$ cat src/rtl/uart_rx_deser.sv
// 16x-oversampled 8N1 UART receiver: 2-flop synchroniser, 3-sample majority vote per bit,
// byte presented on a valid/ready register with overrun and framing-error pulses.
module uart_rx_deser #(
  parameter int CLK_FREQ   = 50000000,
  parameter int BAUD       = 9600,
  parameter int OVERSAMPLE = 16
) (
  input  logic       clk50m,
  input  logic       reset_n,
  input  logic       rxd,
  output logic [7:0] rx_data,
  output logic       rx_valid,
  input  logic       rx_ready,
  output logic       frame_err,
  output logic       overrun
);

  localparam int DIV = CLK_FREQ / (BAUD * OVERSAMPLE);
  localparam int CW  = (DIV > 1) ? $clog2(DIV) : 1;

  typedef enum logic [2:0] {IDLE, START, DATA, STOP, WAIT_IDLE} state_t;

  logic          rxd_m, rxd_s;
  logic [CW-1:0] div_cnt;
  logic          tick;
  state_t        state, state_nxt;
  logic [3:0]    samp, samp_nxt;
  logic [2:0]    bit_cnt, bit_nxt;
  logic [1:0]    votes, votes_nxt;
  logic [7:0]    shreg, shreg_nxt;
  logic          done, done_nxt;
  logic          ferr_nxt;
  logic          maj;

  always_ff @(posedge clk50m or negedge reset_n) begin
    if (!reset_n) begin
      rxd_m   <= 1'b1;
      rxd_s   <= 1'b1;
      div_cnt <= '0;
    end else begin
      rxd_m   <= rxd;
      rxd_s   <= rxd_m;
      div_cnt <= tick ? '0 : div_cnt + CW'(1);
    end
  end

  assign tick = (div_cnt == CW'(DIV - 1));
  // votes hold the s=7 and s=8 samples; the s=9 sample is taken live
  assign maj  = (votes[0] & votes[1]) | (votes[0] & rxd_s) | (votes[1] & rxd_s);

  always_ff @(posedge clk50m or negedge reset_n) begin
    if (!reset_n) begin
      state     <= IDLE;
      samp      <= 4'd0;
      bit_cnt   <= 3'd0;
      votes     <= 2'b00;
      shreg     <= 8'h00;
      done      <= 1'b0;
      frame_err <= 1'b0;
    end else begin
      state     <= state_nxt;
      samp      <= samp_nxt;
      bit_cnt   <= bit_nxt;
      votes     <= votes_nxt;
      shreg     <= shreg_nxt;
      done      <= done_nxt;
      frame_err <= ferr_nxt;
    end
  end

  // samp holds the index the next tick will carry in the current state
  always_comb begin
    state_nxt = state;
    samp_nxt  = samp;
    bit_nxt   = bit_cnt;
    votes_nxt = votes;
    shreg_nxt = shreg;
    done_nxt  = 1'b0;
    ferr_nxt  = 1'b0;
    if (tick) begin
      samp_nxt = samp + 4'd1;
      if (samp == 4'd7) votes_nxt[0] = rxd_s;
      if (samp == 4'd8) votes_nxt[1] = rxd_s;
      case (state)
        IDLE: begin
          samp_nxt = 4'd0;
          if (!rxd_s) begin
            state_nxt = START;
            samp_nxt  = 4'd1;
          end
        end
        START: begin
          if (samp == 4'd9 && maj) begin
            state_nxt = IDLE;
            samp_nxt  = 4'd0;
          end else if (samp == 4'd15) begin
            state_nxt = DATA;
            bit_nxt   = 3'd0;
          end
        end
        DATA: begin
          if (samp == 4'd9) shreg_nxt = {maj, shreg[7:1]};
          if (samp == 4'd15) begin
            if (bit_cnt == 3'd7) state_nxt = STOP;
            else                 bit_nxt   = bit_cnt + 3'd1;
          end
        end
        STOP: begin
          // leave at mid-stop so the next start edge is caught with margin
          if (samp == 4'd9) begin
            samp_nxt = 4'd0;
            if (maj) begin
              done_nxt  = 1'b1;
              state_nxt = IDLE;
            end else begin
              ferr_nxt  = 1'b1;
              state_nxt = WAIT_IDLE;
            end
          end
        end
        WAIT_IDLE: begin
          samp_nxt = 4'd0;
          if (rxd_s) state_nxt = IDLE;
        end
        default: state_nxt = IDLE;
      endcase
    end
  end

  always_ff @(posedge clk50m or negedge reset_n) begin
    if (!reset_n) begin
      rx_data  <= 8'h00;
      rx_valid <= 1'b0;
      overrun  <= 1'b0;
    end else begin
      overrun <= 1'b0;
      if (done) begin
        if (!rx_valid || rx_ready) begin
          rx_data  <= shreg;
          rx_valid <= 1'b1;
        end else begin
          overrun <= 1'b1;
        end
      end else if (rx_valid && rx_ready) begin
        rx_valid <= 1'b0;
      end
    end
  end

endmodule

$ cat config.mk
export PLATFORM = sky130hd
export DESIGN_NAME = uart_rx_deser
export DESIGN_NICKNAME = d
export VERILOG_FILES = /design/src/rtl/uart_rx_deser.sv
export SDC_FILE = /design/constraint.sdc
export NUM_CORES = 1
export LEC_CHECK = 0
export ABC_AREA = 1
export CAP_MARGIN = 15
export CORE_MARGIN = 2
export CORE_UTILIZATION = 30
export CTS_BUF_LIST = sky130_fd_sc_hd__clkbuf_2
export DETAILED_ROUTE_END_ITERATION = 7
export PLACE_DENSITY = 0.52
export SLEW_MARGIN = 30
export SYNTH_ARGS = -nofsm -noshare
export SYNTH_HDL_FRONTEND = slang
export SYNTH_SLANG_ARGS = --single-unit
$ cat constraint.sdc
create_clock -name clk50m -period 1.55 [get_ports clk50m]
set_input_delay 0.155 -clock clk50m [delete_from_list [all_inputs] [get_ports clk50m]]
set_output_delay 0.155 -clock clk50m [all_outputs]
set_load 0.05 [all_outputs]
## Word level (Yosys, flattened, before mapping)

Cells that the tools add are included.

| storage, ports and cells | value |
|---|---|
| logic and storage cells | 88 |
| memories | 0 |
| RAM bits | 0 |
| bits in read-only memories | 0 |
| bits in latches | 0 |
| bits of input ports | 4 |
| register bits | 43 |
| output and inout port bits | 11 |

| operators by class | value |
|---|---|
| $mul | 0 |
| equal/unequal tests | 20 |
| divide/modulo/power cells | 0 |
| add/sub/neg operators | 3 |
| shift operators | 0 |
| bitwise gates (word level) | 5 |
| reduce and logical (&&, ||, !) cells | 14 |
| order comparisons | 0 |
| mux-type cells | 32 |

Operators with widths:

| cell | number |
|---|---|
| $mux 3 | 12 |
| $ne 2x2->1 const B | 8 |
| $pmux 4 s4 | 1 |
| $pmux 3 s5 | 1 |
| $mux 1 | 14 |
| $eq 4x4->1 const B | 3 |
| $add 9x1->9 const B | 1 |
| $eq 9x9->1 const B | 1 |
| $mux 9 | 1 |
| $mux 4 | 2 |
| $reduce_and 2->1 | 4 |
| $reduce_and 7->1 | 1 |
| $eq 3x2->1 const B | 2 |
| $eq 3x3->1 const B | 2 |
| $pmux 3 s2 | 1 |
| $reduce_and 6->1 | 1 |
| $add 4x1->4 const B | 1 |
| $eq 4x3->1 const B | 1 |
| $reduce_bool 2->1 | 2 |
| $add 3x1->3 const B | 1 |
| $and 1x1->1 | 3 |
| $eq 3x1->1 const B | 1 |
| $logic_not 3->1 | 1 |
| $ne 3x3->1 const B | 1 |
| 6 further kinds | 8 |

## Depth between registers and ports, before layout

| logic depth | value |
|---|---|
| depth in word-level cells | 7 |
| mapped depth | 10 |
| depth with buffers taken out | 10 |

## Least setup slack after synthesis

Ideal clock, no wire load.

| path | value |
|---|---|
| kind | reg2reg |
| start | register div_cnt[0] |
| end | register shreg[5] |
| path buffers | 1 |
| setup time | 0.117 ns |
| data arrival time | 1.289 ns |
| clock period less this slack | 1.406 ns |
| data required time | 1.433 ns |
| stages on the path, launching flop included | 11 |
| path slack | 0.144 ns |
| cell sequence | dfrtp_1 inv_1 ha_1 nand2_1 nor2_2 nand2_4 inv_4 nand3_4 buf_6 nand2_1 o21ai_2 |

| on the way | value |
|---|---|
| cells in the longest elaborated chain, start to end | 2 |

Ends and longest elaborated chain:

| item | line | source |
|---|---|---|
| start, declared | 24 | `logic [CW-1:0] div_cnt;` |
| start signal, assigned | 43 | `div_cnt <= tick ? '0 : div_cnt + CW'(1);` |
| $eq 9x9->1 | 47 | `assign tick = (div_cnt == CW'(DIV - 1));` |
| $reduce_and 3->1 (no line) | n/a |  |
| end signal, assigned | 65 | `shreg <= shreg_nxt;` |
| end, declared | 30 | `logic [7:0] shreg, shreg_nxt;` |

No other way between the ends.
A chain may end at the register's enable or synchronous reset.

## Worst setup path in the final report

| path | value |
|---|---|
| start | register div_cnt[1] |
| end | register shreg[0] |

The elaborated chain is that of the path after synthesis.

==> flow_summary.ini <==
[run_status]
status = complete, no violations

[synthesis]
synth_top_flop_cell = dfrtp_1
yosys_warnings = 0
synth_area_um2 = 2133
synth_seq_area_share = 0.5056
synth_edf_count = 0
synthArstFlopShare = 1.000
syn_area_per_cell_um2 = 8.637
netlist_instances = 247
syn_nets = 258
synth.distinct_cells = 30
ys_seq_elements = 43

[min_path]
hp-start = rxd
hold_end = rxd_m
hold_class = in -> reg
whs_path_depth = 1

[critical_path]
r2r_cells = 9
critPathSlowestCell = dfrtp_1
cp_num_buf_inv = 3
ff2ff_setup_slack_ns = 0.06
crit_required_ns = 1.91
cp-start-kind = flop
crit_type = reg -> reg
crit_family = flip-flops
reg2reg_to = shreg[0]
endpoint_kind = flop
path_cells = inv_2 > ha_4 > nand2_2 > nor2_4 > nand2_4 > inv_6 > buf_12 > nand3_4 > o21ai_2
crit_path_max_fanout = 8
rr_startpoint = div_cnt[1]
max_stage_delay_ns = 0.46
arrival_ns = 1.85

[pwr]
p_sw_frac = 0.2250
p_int_uw = 1417
seq_power_share = 0.619
power_switching_uw = 411.6
power_density_nw_per_um2 = 688.2
pwr-share-comb = 0.023
ir_drop_mv = 0.5330
power_frac_clock = 0.358
p_leak_uw = 0.001253

[flow_run]
cap_violations = 0

[sta]
finalSetupViolCount = 0
worst_slew_pin_slew_ns = 0.3445
worst_slack_ns = 0.05956
period_minus_slack_ns = 1.490
timing_hold_violations_final = 0
layout_worst_path_cycle_share = 0.9616
slew_headroom = 0.7685
slew_violations = 0
rsz0062_at_grt = yes
max_freq_mhz = 670.9
clock_skew_ns = 0.02436

[placement]
place_area_um2 = 2404
dp_slack_ns = 0.01685
placed_cells = 361
io_buffer_count = 14
place.detailed.hpwl_um = 2646
place.gp.congestion = 0.8231

[floorplanning]
rows = 30
num_io_pins = 15
initial_utilization = 0.3123
fp.dieH_um = 88.33
core_area_um2 = 6832
die_area_um2 = 7801
die_x_um = 88.33

[routing]
vias = 1607
routed_wl_um = 3951
first_pass_iters = 4
drc = 0
post_drt_wl_per_cell_um = 10.45
antenna_left = 0
drt_iter0_drc = 105
vias_per_cell = 4.251

[cells_and_area]
fin_nets = 292
final_cells = 378
syn_to_final_growth_pct = 24.57
final_core_util = 0.3890
design_area_um2 = 2658
final_layout_size_suffix_gt1_frac = 0.3298
antennaDiodeCount = 0

[clocking]
cts_tree = built
cts_buffers = 5
clkLatencyLatePin_ns = 0.43
clockBufferDepth = 2
numClockSinks = 43
clockRootBuffer = clkbuf_2
h-tree-depth = 2
path_clk_slew_ns = 0.24

[global_route]
grt_pass1_vias = 1400
grt_start_max_net_pins = 44
antenna_found_initial = 0
grt.overflow.total = 0
grt_pass1_wl_um = 6368
grt.total_usage = 0.1052
Yosys cell counts, types with 2 or more instances:
| library cell | n | area (um^2) |
|---|---|---|
| nor2_4 | 4 | 45.04 |
| nand4_1 | 4 | 25.02 |
| ha_1 | 7 | 87.58 |
| o21ai_0 | 14 | 70.07 |
| nor3_1 | 6 | 30.03 |
| o21ai_2 | 8 | 70.07 |
| nand2_1 | 61 | 229.0 |
| nor2_1 | 22 | 82.58 |
| dfrtp_1 | 41 | 1026 |
| a21oi_1 | 3 | 15.01 |
| dfstp_2 | 2 | 52.55 |
| o21ai_1 | 3 | 15.01 |
| nand2_2 | 6 | 37.54 |
| inv_1 | 30 | 112.6 |
| nor2_2 | 4 | 25.02 |
| inv_2 | 6 | 22.52 |
| nand3_2 | 3 | 30.03 |
| nand3_1 | 11 | 55.05 |
kinds of logic after synthesis:
group,share of synthesized area
AND/OR/NAND/NOR,0.2821
adder cells (fa/ha/maj),0.04105
buffers and inverters,0.07859
flip-flops,0.5056
multiplexers,0.005278
AO/OA/AOI/OAI,0.08328
XOR/XNOR,0.004106
worst max-delay path by stage:
stage,start,cells after the start,to,slack (ns)
after floorplan,div_cnt[0],10,shreg[5],0.14
after global placement,div_cnt[1],9,shreg[1],0.06
after detailed placement,div_cnt[0],9,shreg[7],0.02
after CTS,div_cnt[1],9,shreg[0],-0.02
after global routing,div_cnt[1],11,samp[3],-0.05
final,div_cnt[1],9,shreg[0],0.06
placed cells by master, fill, tap and decap left out, types with 3 or more instances in the layout:
cell type and n:
o21ai_2 9, buf_4 21, nand2_2 15, nand3_4 4, nor2_4 6, inv_1 28
nand4_1 4, nor2_2 4, ha_1 3, o21ai_0 14, nand2_1 53, inv_2 8
nand3_1 10, clkbuf_2 5, ha_2 3, nor3_1 5, nor2_1 20, dfrtp_1 41
a21oi_1 3
flip-flops by register name, indices dropped and copies added (netlist names):
signal     count
rxd_s          1
bit_cnt        3
state          3
done           1
rx_data        8
overrun        1
rxd_m          1
div_cnt        9
shreg          8
rx_valid       1
frame_err      1
votes          2
samp           4
per-stage QoR:
step | hold slack, ns | setup TNS (ns) | total power, uW
2_1_floorplan | -0.1406 | 0 | 1157
3_3_place_gp | 0.1509 | 0 | 1194
3_5_place_dp | 0.1522 | 0 | 1194
4_1_cts | 0.09334 | -0.1109 | 1856
5_1_grt | 0.08960 | -0.2657 | 1904
6_report | 0.1164 | 0 | 1829
what timing repair did:
action	in CTS	in global routing
endpoints found under the hold margin	43	0
cloned	0	2
pin swaps	0	8
gates resized for setup	0	28
setup endpoints to repair	8	23
setup buffers	0	6
hold buffers	1	0
final cells by class:
type | instances | area (um^2)
Fill cell | 712 | 4174
Sequential cell | 43 | 1079
Multi-Input combinational cell | 165 | 994.7
Timing Repair Buffer | 28 | 244.0
Inverter | 38 | 151.4
Tap cell | 96 | 120.1
Clock inverter | 3 | 43.79
Clock buffer | 5 | 25.02
power by group through the flow:
stage / sequential, uW / combinational, uW / clock [uW]
after floorplan: 1150 / 6.42 / 0
after global placement: 1150 / 43.1 / 0
after detailed placement: 1150 / 42.9 / 0
after CTS: 1130 / 44.4 / 679
after global routing: 1130 / 48.6 / 722
final: 1130 / 42.3 / 655
metal layers:
metal  vias up  routed length [um]  track usage
met5         -                   0            0
met4         0                  65      0.04132
met3         7                 130      0.02799
met2        20                1759       0.1497
met1       735                1996       0.1521
li1        845                   -            -
worst register-to-register path, stage by stage (launching register included):
cell and delay, ns:
dfrtp_1 0.46, inv_2 0.08, ha_4 0.12, nand2_2 0.06
nor2_4 0.12, nand2_4 0.11, inv_6 0.10, buf_12 0.10
nand3_4 0.13, o21ai_2 0.14
(Power assumes the default switching activity.)
==> patch (config.mk and constraints unchanged) <==
`OVERSAMPLE`: 16 -> 8.
--- a/src/rtl/uart_rx_deser.sv
+++ b/src/rtl/uart_rx_deser.sv
@@ -3,7 +3,7 @@
 module uart_rx_deser #(
   parameter int CLK_FREQ   = 50000000,
   parameter int BAUD       = 9600,
-  parameter int OVERSAMPLE = 16
+  parameter int OVERSAMPLE = 8
 ) (
   input  logic       clk50m,
   input  logic       reset_n,
Formal check against the unedited RTL: same outputs for any inputs over 10 cycles, from zero or initial values and one cycle with reset_n low; that may be too few to reach the edited logic, so the function may still have changed.
==> patch against the original RTL <==
- critical path depth fell by 1
- area after synthesis up 1.5%
- setup slack lost 0.019 ns
- hold slack improved by 0.0087 ns
- routed wire length grew 9.2%
- cell area up 2.7%
- sequential cell count up 1
- total power fell by 8.1%
- count of clock-buffer cells in the layout did not move
- largest cell class unchanged
==> patch: results (changes against the original RTL) <==
setup bufs post-CTS 1 (+1); Signal inverters 39 (+2.6%); clock skew after layout 0.0306 ns (+0.00626 ns); registers with the highest flip-flop counts div_cnt x10, rx_data x8, shreg x8; clock input transition at the sequential cells of the worst setup and hold paths 0.22 ns (-0.02 ns); layout buffer count excluding clock buffers 37 (+32%); pin count of the biggest net entering global routing 30 (-32%); worst hold margin 0.125 ns (+0.00869 ns); area fraction in compound gates after synthesis 9.83% (+1.5 points); worst reg-to-reg setup slack 0.04 ns (-0.02 ns); GRT Total Usage 11.6% (+1.1 points); H-Tree Level Count 2 (unchanged); Vias 1791 (+11%); Final Instance Count excl. Fillers 402 (+6.3%); Post-Syn Instances 262 (+6.1%); Worst Tran Pin Value 0.405 ns (+0.0603 ns); max-cap viol count 0 (unchanged); layout-stage area growth over the synthesis result 26.1%; wire length per cell after detailed routing 10.7 um (+2.7%); placed inst area 2490 sq um (+3.8%); area inside the core boundary 6910 sq um (+1.1%); Seq/Total Area, Yosys 51.0% (+0.43 points); sequential cell fraction of total power 68.9% (+7.0 points); Synth Area in Adders 4.05% (-0.059 points); clock power share 28.7% (-7.1 points); Initial DRC Count 90 (-14%); proportion of synthesized area in mux cells 0.520% (-0.0076 points); worst-skew pair later-pin latency 0.41 ns (-0.02 ns); wire length of the first global-routing pass 7090 um (+11%); run status finished, final reports clean; worst-case vdd ir drop 0.000232 V (-56%); NonClk Buf Share 11.1% (+1.9 points); pre-CTS WS -0.0139 ns (-0.0308 ns); family with the most delay on the worst path simple AND/OR/NAND/NOR gates; vias in the first global route 1599 (+14%); startpoint of the most critical register-to-register path div_cnt[0]; fraction of standard cell area in multi-input logic 37.0% (-0.40 points); xor/xnor share of the synthesized area 1.21% (+0.80 points); top post-synthesis cells by area sky130_fd_sc_hd__dfrtp_1 49%, sky130_fd_sc_hd__nand2_1 12%, sky130_fd_sc_hd__inv_1 6.6%, sky130_fd_sc_hd__nand3_1 5.1%, sky130_fd_sc_hd__nor2_1 5.0%; internal cell power 1.28 mW (-9.9%); Seq area share 40.5% (-0.070 points); Clock buf/inv share 1.60% (-0.99 points); synth cell count leaders 67 x sky130_fd_sc_hd__nand2_1, 42 x sky130_fd_sc_hd__dfrtp_1, 38 x sky130_fd_sc_hd__inv_1; static leakage 1.30 nW (+3.9%); synthesized netlist net count 273 (+5.8%); Post-Place Cells 384 (+6.4%); final-stage net count 316 (+8.2%); number of fill cells in the layout 729 (+2.4%); synth unique cells 22 (-27%); highest cell delay on the worst timing path 0.43 ns (-0.03 ns); Worst Reg2Reg Path Length in Cells 8 (-1); placed wire-length estimate 3060 um (+16%)
patch: changes by cell type after synthesis, moves of 2 or more:
cell / before / now
sky130_fd_sc_hd__o21ai_1: 3 / 0
sky130_fd_sc_hd__nor2_4: 4 / 0
sky130_fd_sc_hd__xor2_1: 1 / 3
sky130_fd_sc_hd__nand3_2: 3 / 1
sky130_fd_sc_hd__nand2_2: 6 / 0
sky130_fd_sc_hd__nand2_1: 61 / 67
sky130_fd_sc_hd__inv_2: 6 / 1
sky130_fd_sc_hd__o21ai_0: 14 / 21
sky130_fd_sc_hd__nand4_1: 4 / 1
sky130_fd_sc_hd__nor2_2: 4 / 0
sky130_fd_sc_hd__nand3_1: 11 / 22
sky130_fd_sc_hd__nor2_1: 22 / 29
sky130_fd_sc_hd__a21oi_1: 3 / 6
sky130_fd_sc_hd__inv_1: 30 / 38
patch: metal layers:
metal	GRT usage (%)	routed length, um	vias to the layer above
met3	3.05	143	8
met1	14.8	2060	835
met2	18.6	2030	28
met5	0	0	-
met4	4.88	84	0
li1	-	-	920
